### config.mk
export PLATFORM = sky130hd
export DESIGN_NAME = quiz_round_control_flat
export DESIGN_NICKNAME = d
export VERILOG_FILES = /design/src/rtl/quiz_pkg.sv /design/src/rtl/quiz_round_control_if.sv /design/src/rtl/buzz_arbiter.sv /design/src/rtl/quiz_round_control.sv /design/src/flat_wrapper.sv
export SDC_FILE = /design/constraint.sdc
export NUM_CORES = 1
export LEC_CHECK = 0
export ABC_CLOCK_PERIOD_IN_PS = 6400
export CELL_PAD_IN_SITES_DETAIL_PLACEMENT = 0
export CELL_PAD_IN_SITES_GLOBAL_PLACEMENT = 1
export CORE_UTILIZATION = 42
export DETAILED_ROUTE_END_ITERATION = 8
export GPL_ROUTABILITY_DRIVEN = 0
export PLACE_DENSITY_LB_ADDON = 0.1
export SLEW_MARGIN = 20
export SYNTH_ARGS = -nofsm -noshare
export SYNTH_HDL_FRONTEND = slang
export SYNTH_HIERARCHICAL = 1
export SYNTH_SLANG_ARGS = --single-unit
### constraint.sdc
create_clock -name clk -period 6.4 [get_ports clk]
set_input_delay 0.96 -clock clk [delete_from_list [all_inputs] [get_ports clk]]
set_output_delay 0.96 -clock clk [all_outputs]
set_load 0.02 [all_outputs]
### src/rtl/quiz_pkg.sv
// Shared constants and types for the quiz round controller: phase encoding,
// player/score limits and the player-count request mask.
package quiz_pkg;

  localparam int MAX_PLAYERS = 4;
  localparam int SCORE_W     = 7;

  typedef logic [SCORE_W-1:0] score_t;

  localparam score_t SCORE_MAX = 7'd99;

  typedef enum logic [2:0] {
    PH_IDLE   = 3'd0,
    PH_OPEN   = 3'd1,
    PH_ANSWER = 3'd2,
    PH_SHOW   = 3'd3,
    PH_OVER   = 3'd4
  } phase_t;

  function automatic logic [MAX_PLAYERS-1:0] player_mask(input logic [2:0] count);
    case (count)
      3'd2:    return 4'b0011;
      3'd3:    return 4'b0111;
      default: return 4'b1111;
    endcase
  endfunction

endpackage

### src/rtl/quiz_round_control_if.sv
// Host/player event inputs, game settings and game-state outputs of the
// quiz round controller; master drives events/settings, slave is the controller.
interface quiz_round_control_if;
  import quiz_pkg::*;

  logic                   tick_1hz;
  logic                   start;
  logic                   judge_ok;
  logic                   judge_fail;
  logic [MAX_PLAYERS-1:0] buzz;
  logic [2:0]             player_count;
  logic [3:0]             question_count;
  logic [6:0]             answer_time;
  logic [6:0]             win_score;
  logic [3:0]             success_score;
  logic [3:0]             fail_score;

  logic [2:0]             phase;
  logic [3:0]             question_no;
  logic [6:0]             countdown;
  logic [1:0]             responder;
  logic                   responder_valid;
  logic [27:0]            scores;
  logic [1:0]             winner;
  logic                   winner_valid;

  modport master (
    output tick_1hz, start, judge_ok, judge_fail, buzz,
    output player_count, question_count, answer_time, win_score,
    output success_score, fail_score,
    input  phase, question_no, countdown, responder, responder_valid,
    input  scores, winner, winner_valid
  );

  modport slave (
    input  tick_1hz, start, judge_ok, judge_fail, buzz,
    input  player_count, question_count, answer_time, win_score,
    input  success_score, fail_score,
    output phase, question_no, countdown, responder, responder_valid,
    output scores, winner, winner_valid
  );

endinterface

### src/rtl/buzz_arbiter.sv
// Picks one responder from the buzz requests of active players.
// ROTATING_PRIORITY_EN selects round-robin; otherwise lowest index wins.
module buzz_arbiter
  import quiz_pkg::*;
(
`ifdef ROTATING_PRIORITY_EN
  input  logic                   clk,
  input  logic                   rst,
  input  logic                   clear,
  input  logic                   update,
`endif
  input  logic [MAX_PLAYERS-1:0] req,
  input  logic [2:0]             player_count,
  output logic [1:0]             grant,
  output logic                   grant_valid
);

  logic [MAX_PLAYERS-1:0] req_m;

  assign req_m = req & player_mask(player_count);

`ifdef ROTATING_PRIORITY_EN
  // ptr_q is where the next search starts, not the last winner
  logic [1:0] ptr_q;
  logic [2:0] idx;
  logic [2:0] nxt;

  always_comb begin
    grant       = 2'd0;
    grant_valid = 1'b0;
    idx         = 3'd0;
    for (int k = 0; k < MAX_PLAYERS; k++) begin
      if (!grant_valid && (3'(k) < player_count)) begin
        idx = {1'b0, ptr_q} + 3'(k);
        if (idx >= player_count) idx = idx - player_count;
        if (req_m[idx[1:0]]) begin
          grant       = idx[1:0];
          grant_valid = 1'b1;
        end
      end
    end
  end

  always_comb begin
    nxt = {1'b0, grant} + 3'd1;
    if (nxt >= player_count) nxt = 3'd0;
  end

  always_ff @(posedge clk) begin
    if (rst || clear) ptr_q <= 2'd0;
    else if (update && grant_valid) ptr_q <= nxt[1:0];
  end
`else
  always_comb begin
    grant       = 2'd0;
    grant_valid = 1'b0;
    for (int i = MAX_PLAYERS-1; i >= 0; i--) begin
      if (req_m[i]) begin
        grant       = 2'(i);
        grant_valid = 1'b1;
      end
    end
  end
`endif

endmodule

### src/rtl/quiz_round_control.sv
// Quiz game sequencer: buzzer window, answer countdown, scoring and winner.
// Define ROTATING_PRIORITY_EN for round-robin buzz tie-break.
module quiz_round_control
  import quiz_pkg::*;
(
  input  logic                 clk,
  input  logic                 rst,
  quiz_round_control_if.slave  bus
);

  phase_t     phase_q;
  logic [3:0] qno_q;
  logic [6:0] cd_q;
  logic [1:0] resp_q;
  logic       resp_vld_q;
  score_t     score_q [MAX_PLAYERS];
  logic [1:0] win_q;
  logic       win_vld_q;

  logic [2:0] pc_l;
  logic [3:0] qc_l;
  logic [6:0] at_l;
  logic [6:0] ws_l;
  logic [3:0] ss_l;
  logic [3:0] fs_l;

  logic [1:0] grant;
  logic       grant_valid;
  logic       game_start;

  logic [MAX_PLAYERS-1:0] act;
  logic       any_win;
  logic [1:0] win_idx;
  score_t     max_val;
  logic [1:0] max_idx;
  logic       max_tie;

  function automatic score_t sat_add(input score_t s, input logic [3:0] d);
    logic [SCORE_W:0] sum;
    sum = {1'b0, s} + {4'b0, d};
    return (sum > {1'b0, SCORE_MAX}) ? SCORE_MAX : sum[SCORE_W-1:0];
  endfunction

  function automatic score_t sat_sub(input score_t s, input logic [3:0] d);
    return (s > {3'b0, d}) ? s - {3'b0, d} : '0;
  endfunction

  assign game_start = (phase_q == PH_IDLE) && bus.start;

  buzz_arbiter u_arb (
`ifdef ROTATING_PRIORITY_EN
    .clk          (clk),
    .rst          (rst),
    .clear        (game_start),
    .update       (phase_q == PH_OPEN),
`endif
    .req          (bus.buzz),
    .player_count (pc_l),
    .grant        (grant),
    .grant_valid  (grant_valid)
  );

  // End-of-question evaluation over the active players only
  always_comb begin
    act     = player_mask(pc_l);
    any_win = 1'b0;
    win_idx = 2'd0;
    max_val = '0;
    max_idx = 2'd0;
    max_tie = 1'b0;
    for (int i = MAX_PLAYERS-1; i >= 0; i--) begin
      if (act[i] && score_q[i] >= ws_l) begin
        any_win = 1'b1;
        win_idx = 2'(i);
      end
    end
    for (int i = 0; i < MAX_PLAYERS; i++) begin
      if (act[i]) begin
        if (i == 0 || score_q[i] > max_val) begin
          max_val = score_q[i];
          max_idx = 2'(i);
          max_tie = 1'b0;
        end else if (score_q[i] == max_val) begin
          max_tie = 1'b1;
        end
      end
    end
  end

  always_ff @(posedge clk) begin
    if (rst) begin
      phase_q    <= PH_IDLE;
      qno_q      <= 4'd0;
      cd_q       <= 7'd0;
      resp_q     <= 2'd0;
      resp_vld_q <= 1'b0;
      win_q      <= 2'd0;
      win_vld_q  <= 1'b0;
      for (int i = 0; i < MAX_PLAYERS; i++) score_q[i] <= '0;
    end else begin
      case (phase_q)
        PH_IDLE: if (bus.start) begin
          pc_l       <= bus.player_count;
          qc_l       <= bus.question_count;
          at_l       <= bus.answer_time;
          ws_l       <= bus.win_score;
          ss_l       <= bus.success_score;
          fs_l       <= bus.fail_score;
          for (int i = 0; i < MAX_PLAYERS; i++) score_q[i] <= '0;
          qno_q      <= 4'd1;
          cd_q       <= bus.answer_time;
          resp_q     <= 2'd0;
          resp_vld_q <= 1'b0;
          win_q      <= 2'd0;
          win_vld_q  <= 1'b0;
          phase_q    <= PH_OPEN;
        end
        PH_OPEN: begin
          if (grant_valid) begin
            resp_q     <= grant;
            resp_vld_q <= 1'b1;
            cd_q       <= at_l;
            phase_q    <= PH_ANSWER;
          end else if (bus.tick_1hz) begin
            if (cd_q == 7'd1) begin
              cd_q       <= 7'd0;
              resp_vld_q <= 1'b0;
              phase_q    <= PH_SHOW;
            end else if (cd_q != 7'd0) begin
              cd_q <= cd_q - 7'd1;
            end
          end
        end
        PH_ANSWER: begin
          // Judge beats a same-cycle timeout; countdown keeps its value then
          if (bus.judge_ok) begin
            score_q[resp_q] <= sat_add(score_q[resp_q], ss_l);
            phase_q         <= PH_SHOW;
          end else if (bus.judge_fail || (bus.tick_1hz && cd_q == 7'd1)) begin
            score_q[resp_q] <= sat_sub(score_q[resp_q], fs_l);
            if (!bus.judge_fail) cd_q <= 7'd0;
            phase_q         <= PH_SHOW;
          end else if (bus.tick_1hz && cd_q != 7'd0) begin
            cd_q <= cd_q - 7'd1;
          end
        end
        PH_SHOW: begin
          if (any_win) begin
            win_q     <= win_idx;
            win_vld_q <= 1'b1;
            phase_q   <= PH_OVER;
          end else if (qno_q == qc_l) begin
            win_q     <= max_tie ? 2'd0 : max_idx;
            win_vld_q <= !max_tie;
            phase_q   <= PH_OVER;
          end else if (bus.start) begin
            qno_q      <= qno_q + 4'd1;
            resp_vld_q <= 1'b0;
            cd_q       <= at_l;
            phase_q    <= PH_OPEN;
          end
        end
        PH_OVER: if (bus.start) phase_q <= PH_IDLE;
        default: phase_q <= PH_IDLE;
      endcase
    end
  end

  always_comb begin
    bus.phase           = phase_q;
    bus.question_no     = qno_q;
    bus.countdown       = cd_q;
    bus.responder       = resp_q;
    bus.responder_valid = resp_vld_q;
    bus.winner          = win_q;
    bus.winner_valid    = win_vld_q;
    for (int i = 0; i < MAX_PLAYERS; i++) bus.scores[7*i +: 7] = score_q[i];
  end

endmodule

### src/flat_wrapper.sv
// flat-port wrapper written by rule: the top's interface ports become plain ports
module quiz_round_control_flat import quiz_pkg::*;
  (clk, rst, bus_tick_1hz, bus_start, bus_judge_ok, bus_judge_fail, bus_buzz, bus_player_count, bus_question_count, bus_answer_time, bus_win_score, bus_success_score, bus_fail_score, bus_phase, bus_question_no, bus_countdown, bus_responder, bus_responder_valid, bus_scores, bus_winner, bus_winner_valid);
  quiz_round_control_if bus_i ();
  input  logic clk;
  input  logic rst;
  input wire logic [$bits(bus_i.tick_1hz)-1:0] bus_tick_1hz;
  input wire logic [$bits(bus_i.start)-1:0] bus_start;
  input wire logic [$bits(bus_i.judge_ok)-1:0] bus_judge_ok;
  input wire logic [$bits(bus_i.judge_fail)-1:0] bus_judge_fail;
  input wire logic [$bits(bus_i.buzz)-1:0] bus_buzz;
  input wire logic [$bits(bus_i.player_count)-1:0] bus_player_count;
  input wire logic [$bits(bus_i.question_count)-1:0] bus_question_count;
  input wire logic [$bits(bus_i.answer_time)-1:0] bus_answer_time;
  input wire logic [$bits(bus_i.win_score)-1:0] bus_win_score;
  input wire logic [$bits(bus_i.success_score)-1:0] bus_success_score;
  input wire logic [$bits(bus_i.fail_score)-1:0] bus_fail_score;
  output wire logic [$bits(bus_i.phase)-1:0] bus_phase;
  output wire logic [$bits(bus_i.question_no)-1:0] bus_question_no;
  output wire logic [$bits(bus_i.countdown)-1:0] bus_countdown;
  output wire logic [$bits(bus_i.responder)-1:0] bus_responder;
  output wire logic [$bits(bus_i.responder_valid)-1:0] bus_responder_valid;
  output wire logic [$bits(bus_i.scores)-1:0] bus_scores;
  output wire logic [$bits(bus_i.winner)-1:0] bus_winner;
  output wire logic [$bits(bus_i.winner_valid)-1:0] bus_winner_valid;
  assign bus_i.tick_1hz = bus_tick_1hz;
  assign bus_i.start = bus_start;
  assign bus_i.judge_ok = bus_judge_ok;
  assign bus_i.judge_fail = bus_judge_fail;
  assign bus_i.buzz = bus_buzz;
  assign bus_i.player_count = bus_player_count;
  assign bus_i.question_count = bus_question_count;
  assign bus_i.answer_time = bus_answer_time;
  assign bus_i.win_score = bus_win_score;
  assign bus_i.success_score = bus_success_score;
  assign bus_i.fail_score = bus_fail_score;
  assign bus_phase = bus_i.phase;
  assign bus_question_no = bus_i.question_no;
  assign bus_countdown = bus_i.countdown;
  assign bus_responder = bus_i.responder;
  assign bus_responder_valid = bus_i.responder_valid;
  assign bus_scores = bus_i.scores;
  assign bus_winner = bus_i.winner;
  assign bus_winner_valid = bus_i.winner_valid;
  quiz_round_control u_core (.clk(clk), .rst(rst), .bus(bus_i));
endmodule
After elaboration in Yosys (flattened, before gate mapping)
Memory sizes are Yosys's and may differ from the RTL's. A register that Yosys moved wholly into a read port is not among the register bits.
Cells that the tools add are included.
- logic and storage cells: 191
- memory bits (writable): 28
- memories kept: 1
- bits in registers: 49
- input port bits: 39
- output and inout bits: 48
- muxes and demuxes: 110
- eq/ne operators: 25
- reductions and logical operators: 22
- add/sub/neg operators: 4
- bitwise gates (word level): 7
- $lt $le $gt $ge: 9
- memory list (memory ; words ; bits a word ; rd ports ; clocked after memory_dff ; wr ports ; RTL line ; text):
    u_core.score_q ; 4 ; 7 ; 5 ; 1 ; 4 ; quiz_round_control.sv:16 ; score_t score_q [MAX_PLAYERS];
- operators with widths (cell ; number):
    $mux 7 ; 25
    $mux 1 ; 43
    $mux 2 ; 21
    $ge 7x7->1 ; 4
    $pmux 7 s4 ; 1
    $mux 3 ; 9
    $eq 7x7->1 ; 3
    $gt 7x7->1 ; 3
    $mux 4 ; 4
    $pmux 4 s2 ; 2
    $pmux 3 s5 ; 1
    $eq 3x2->1 const B ; 4
    $ne 2x2->1 const B ; 6
    $reduce_and 10->1 ; 1
    $reduce_and 5->1 ; 2
    $ne 3x1->1 const B ; 3
    $reduce_and 3->1 ; 3
    $add 7x4->8 ; 1
    $gt 8x7->1 const B ; 1
    $pmux 2 s2 ; 2
    $eq 7x1->1 const B ; 1
    $gt 7x4->1 ; 1
    $reduce_bool 7->1 ; 1
    $reduce_or 7->1 ; 1
    other kinds (23) ; 34

Depth between registers and ports, before layout
- depth after elaboration: 17
- depth in mapped cells: 23
- gate-level depth less buffers: 22

Modules after synthesis
The synthesis kept the hierarchy.
- modules (own cells, without submodules) (module ; sequential area each (µm²) ; area each (µm²) ; instances ; cells an instance):
    quiz_round_control ; 2152.1 ; 5328.9 ; 1 ; 525
    buzz_arbiter ; 0.0 ; 58.8 ; 1 ; 9

Worst setup path before layout
No wires, ideal clock.
- path type: flip-flop to flip-flop
- from: memory u_core/score_q[0][5] in the netlist's numbering
- to: register u_core.win_q[1] (netlist: u_core/bus.winner[1])
- stages on the path, launching flop included: 23
- data required time: 6.283 ns
- period minus slack after synthesis: 5.069 ns
- path buffers: 2
- arrival: 4.951 ns
- library setup time: 0.117 ns
- slack: 1.331 ns
- cell sequence: edfxtp_1 inv_1 ha_1 a21o_1 a221o_1 a31oi_1 nand2b_1 clkbuf_1 mux2i_1 ha_1 a211oi_1 nor2_1 o31ai_1 clkbuf_1 o31ai_1 ha_1 nor2b_1 o21ai_0 a21oi_1 o21ai_0 nor2_1 or3_1 a32o_1
- RTL lines (what ; RTL line ; text):
    start: declaration ; quiz_round_control.sv:16 ;
    end signal: assignment ; quiz_round_control.sv:149 ; win_q <= win_idx;
    end signal: assignment ; quiz_round_control.sv:153 ; win_q <= max_tie ? 2'd0 : max_idx;
    end: declaration ; quiz_round_control.sv:17 ; logic [1:0] win_q;

==> metrics <==
status finished clean; buffers from clock root to sink, at most 2; Mapped Nets 635; Yosys cell types 68; sinks on the clock net 79; height of the die about 120 µm; number of rows in the core area a little over 40; overall routing resource usage a little under a quarter; chip width roughly 120 µm; ports placed on the boundary 87; final cycle utilization of the critical path 80.36%; WP data required between 6000 and 7000 ps; crit end category flip-flop; total of max-cap violations 0; number of gates given a new drive strength after cts 0; total iterations of the first detailed-routing run 6; cts-stage hold buffer count 0; Final min period between 5000 and 6000 ps; number of max-slew violations in the final report 0; count of fill cells added during filler insertion approximately 1200; Clock Tree Root clkbuf_16; fraction of registers with async set/reset 0%; Worst setup SP type flip-flop; vias between 4000 and 5000; fin worst setup slack roughly 1300 ps; first-iteration detailed-routing DRC count about 350; pre-CTS worst setup slack ~1400 ps; Worst-path clk slew 60 ps; Post-Synthesis Cell Area around 5400 µm²; hold slack final 461.0 ps; dominant cell type by area after synthesis edfxtp_1; post-synthesis average cell area 10.09 µm²; non-filler cells in the finished layout roughly 790; DR vias/cell approximately 5.7; number of global-route vias before repair ~4400; relative slew slack between 30 and 40%; dominant combinational cell family by area after synthesis compound AO/OA/AOI/OAI gates; critical path cell sequence inv_1 > ha_1 > a21o_1 > a221o_1 > a31oi_1 > nand2b_1 > mux2i_1 > ha_1 > a211oi_1 > nor2_1 > o31ai_1 > buf_4 > o21ai_0 > o31ai_1 > ha_1 > nor2b_1 > o21ai_0 > a21oi_1 > o21ai_0 > nor2_1 > or3_1 > a32o_1; Setup Skew approximately 12 ps; final global-route overflow total 0; xor and xnor fraction of the mapped netlist area under 10%; largest driver fanout on the critical path 14; Worst IR Drop VDD roughly 0.15 mV; leakage power total roughly 0.0026 µW; core box area between 10000 and 15000 µm²; total area of multi-input combinational cells around 3000 µm²; total power density per cell area 275.3 nW/µm²; post-detailed-route DRC marker count 0; area share of the largest cell type after synthesis 31.77%; half-perimeter wire length of the detailed placement result 11310 µm; biggest area contributors in the synthesized netlist edfxtp_1 (32%), ha_1 (14%), dfxtp_1 (8.2%); final layout net count between 700 and 800; number of endpoints with negative hold slack in the final report 0; Total Die Area 13280 µm²; # port buffers 86; delay of the slowest cell on the worst path 440 ps; worst-path cell with the longest stage delay edfxtp_1; wire length of the first global-routing pass ~23000 µm; top achievable clock speed just under 200 MHz; most common cell in the netlist nor2_1; Top Family by Delay on Critical Path compound AO/OA/AOI/OAI gates; clock tree from TritonCTS yes; number of enable flip-flop cells after synthesis 57; count of warnings emitted by yosys 6; data arrival time at the worst-slack endpoint between 5000 and 6000 ps; Buffers & Inverters on Critical Path 2; slew at the pin closest to its max-slew limit between 1000 and 1500 ps; sequential-to-total area share from yosys stat 39.94%; leading register cell type out of synthesis edfxtp_1; Post-Route Setup TNS 0 ps; class of the worst hold path flip-flop to flip-flop; core utilization of the finished layout between 50% and 60%; Post-CTS Setup Inserts 0; adder and majority cell fraction of the synthesized area roughly 15%; post-synthesis simple-gate area fraction 15.65%; Synth top cells by count nor2_1 (67), ha_1 (60), edfxtp_1 (57), inv_1 (32), nand2_1 (26); Setup Viol. Count Final 0; gate count after technology mapping around 530; fraction of the mapped netlist area in compound gates 19.95%; growth of design area from synthesis to finish 24.38%; Sequential Area about 2200 µm²; RSZ-0062 raised after global routing false; starting utilization of the core area a little over two fifths; maximum number of pins on one net before global-route repair 21; multiplexer fraction of the synthesized cell area between 4 and 5%; number of routed nets with antenna violations 0; number of diodes added for antenna fixing 0; Setup Crit Path Kind flip-flop to flip-flop; number of antenna violations at the first check in global routing 0; worst-skew pair later-pin latency around 340 ps; share of final-layout standard cells stronger than drive strength 1 6.109%; total number of H-tree levels 3; total placed cells including tap cells between 700 and 800; average detailed-routed wire length per instance between 15 and 20 µm; flops & latches, synth 79; number of buffers created by CTS 9; wire length reported by the detailed router 14400 µm
==> report_power, final <==
part	internal [µW]	switching, µW	leakage (µW)	total (µW)
Sequential	599	56.2	0.000751	655
Clock	311	209	0.000150	520
Combinational	286	384	0.00174	670
==> through the flow <==
stage | total power, µW | area, µm²
after global placement | 1321 | 6404
after detailed placement | 1329 | 6404
final | 1845 | 6701
after floorplan | 1108 | 5388
after global routing | 1959 | 6701
after CTS | 1855 | 6701
==> final cells by class <==
type / instances / area share (%)
Multi-Input combinational cell: 406 / 45.29
Sequential cell: 79 / 32.11
Timing Repair Buffer: 88 / 13.07
Clock buffer: 10 / 3.566
Tap cell: 172 / 3.211
Inverter: 33 / 1.867
Clock inverter: 6 / 0.8775
==> worst paths after layout <==
path	startpoint	to	slack [ps]	cells after the start
max reg2reg	u_core/score_q[0][5]$_SDFFCE_PN0P_	u_core/bus.winner[1]$_SDFFE_PP0P_	1260	22
min reg2reg	u_core/bus.winner_valid$_SDFFE_PP0P_	u_core/bus.winner_valid$_SDFFE_PP0P_	460	1
max	u_core/score_q[0][5]$_SDFFCE_PN0P_	u_core/bus.winner[1]$_SDFFE_PP0P_	1260	22
min	u_core/bus.winner_valid$_SDFFE_PP0P_	u_core/bus.winner_valid$_SDFFE_PP0P_	460	1
==> placed cells by master (no fill, tap or decap), drive strengths merged, types with 12 or more instances in the layout <==
cell / count
clkdlybuf4s50: 86
a21oi: 24
nor3: 13
nor2b: 12
o21ai: 26
o31ai: 12
nand2: 26
dfxtp: 22
ha: 60
inv: 33
nor2: 67
edfxtp: 57
==> metal layers <==
metal	part of all wire (%)	vias up	GRT usage, %
li1	-	2213	-
met1	46	2195	31.16
met2	48	129	37.83
met3	3.8	17	3.163
met4	2.2	0	9.004
met5	0	-	0
==> state kept, by name (all words and copies together) (netlist names), named ones only <==
| name | cells |
|---|---|
| u_core/bus.phase | 3 |
| u_core/at_l | 7 |
| u_core/bus.question_no | 4 |
| u_core/bus.winner_valid | 1 |
| u_core/bus.responder_valid | 1 |
| u_core/qc_l | 4 |
| u_core/bus.winner | 2 |
| u_core/fs_l | 4 |
| u_core/pc_l | 3 |
| u_core/ws_l | 7 |
| u_core/bus.countdown | 7 |
| u_core/score_q | 28 |
| u_core/ss_l | 4 |
| u_core/bus.responder | 2 |
==> kinds of logic (layout without fill, tap and decap cells) <==
kind of cell | count (synthesis) | in the layout
muxes | 14 | 14
buffers and inverters | 49 | 137
AOI/OAI and AO/OA | 148 | 148
and+or+nand+nor | 171 | 171
DFF | 79 | 79
adders and majority gates | 62 | 62
xor gates and xnor gates | 11 | 11
(Power assumes the default switching activity.)
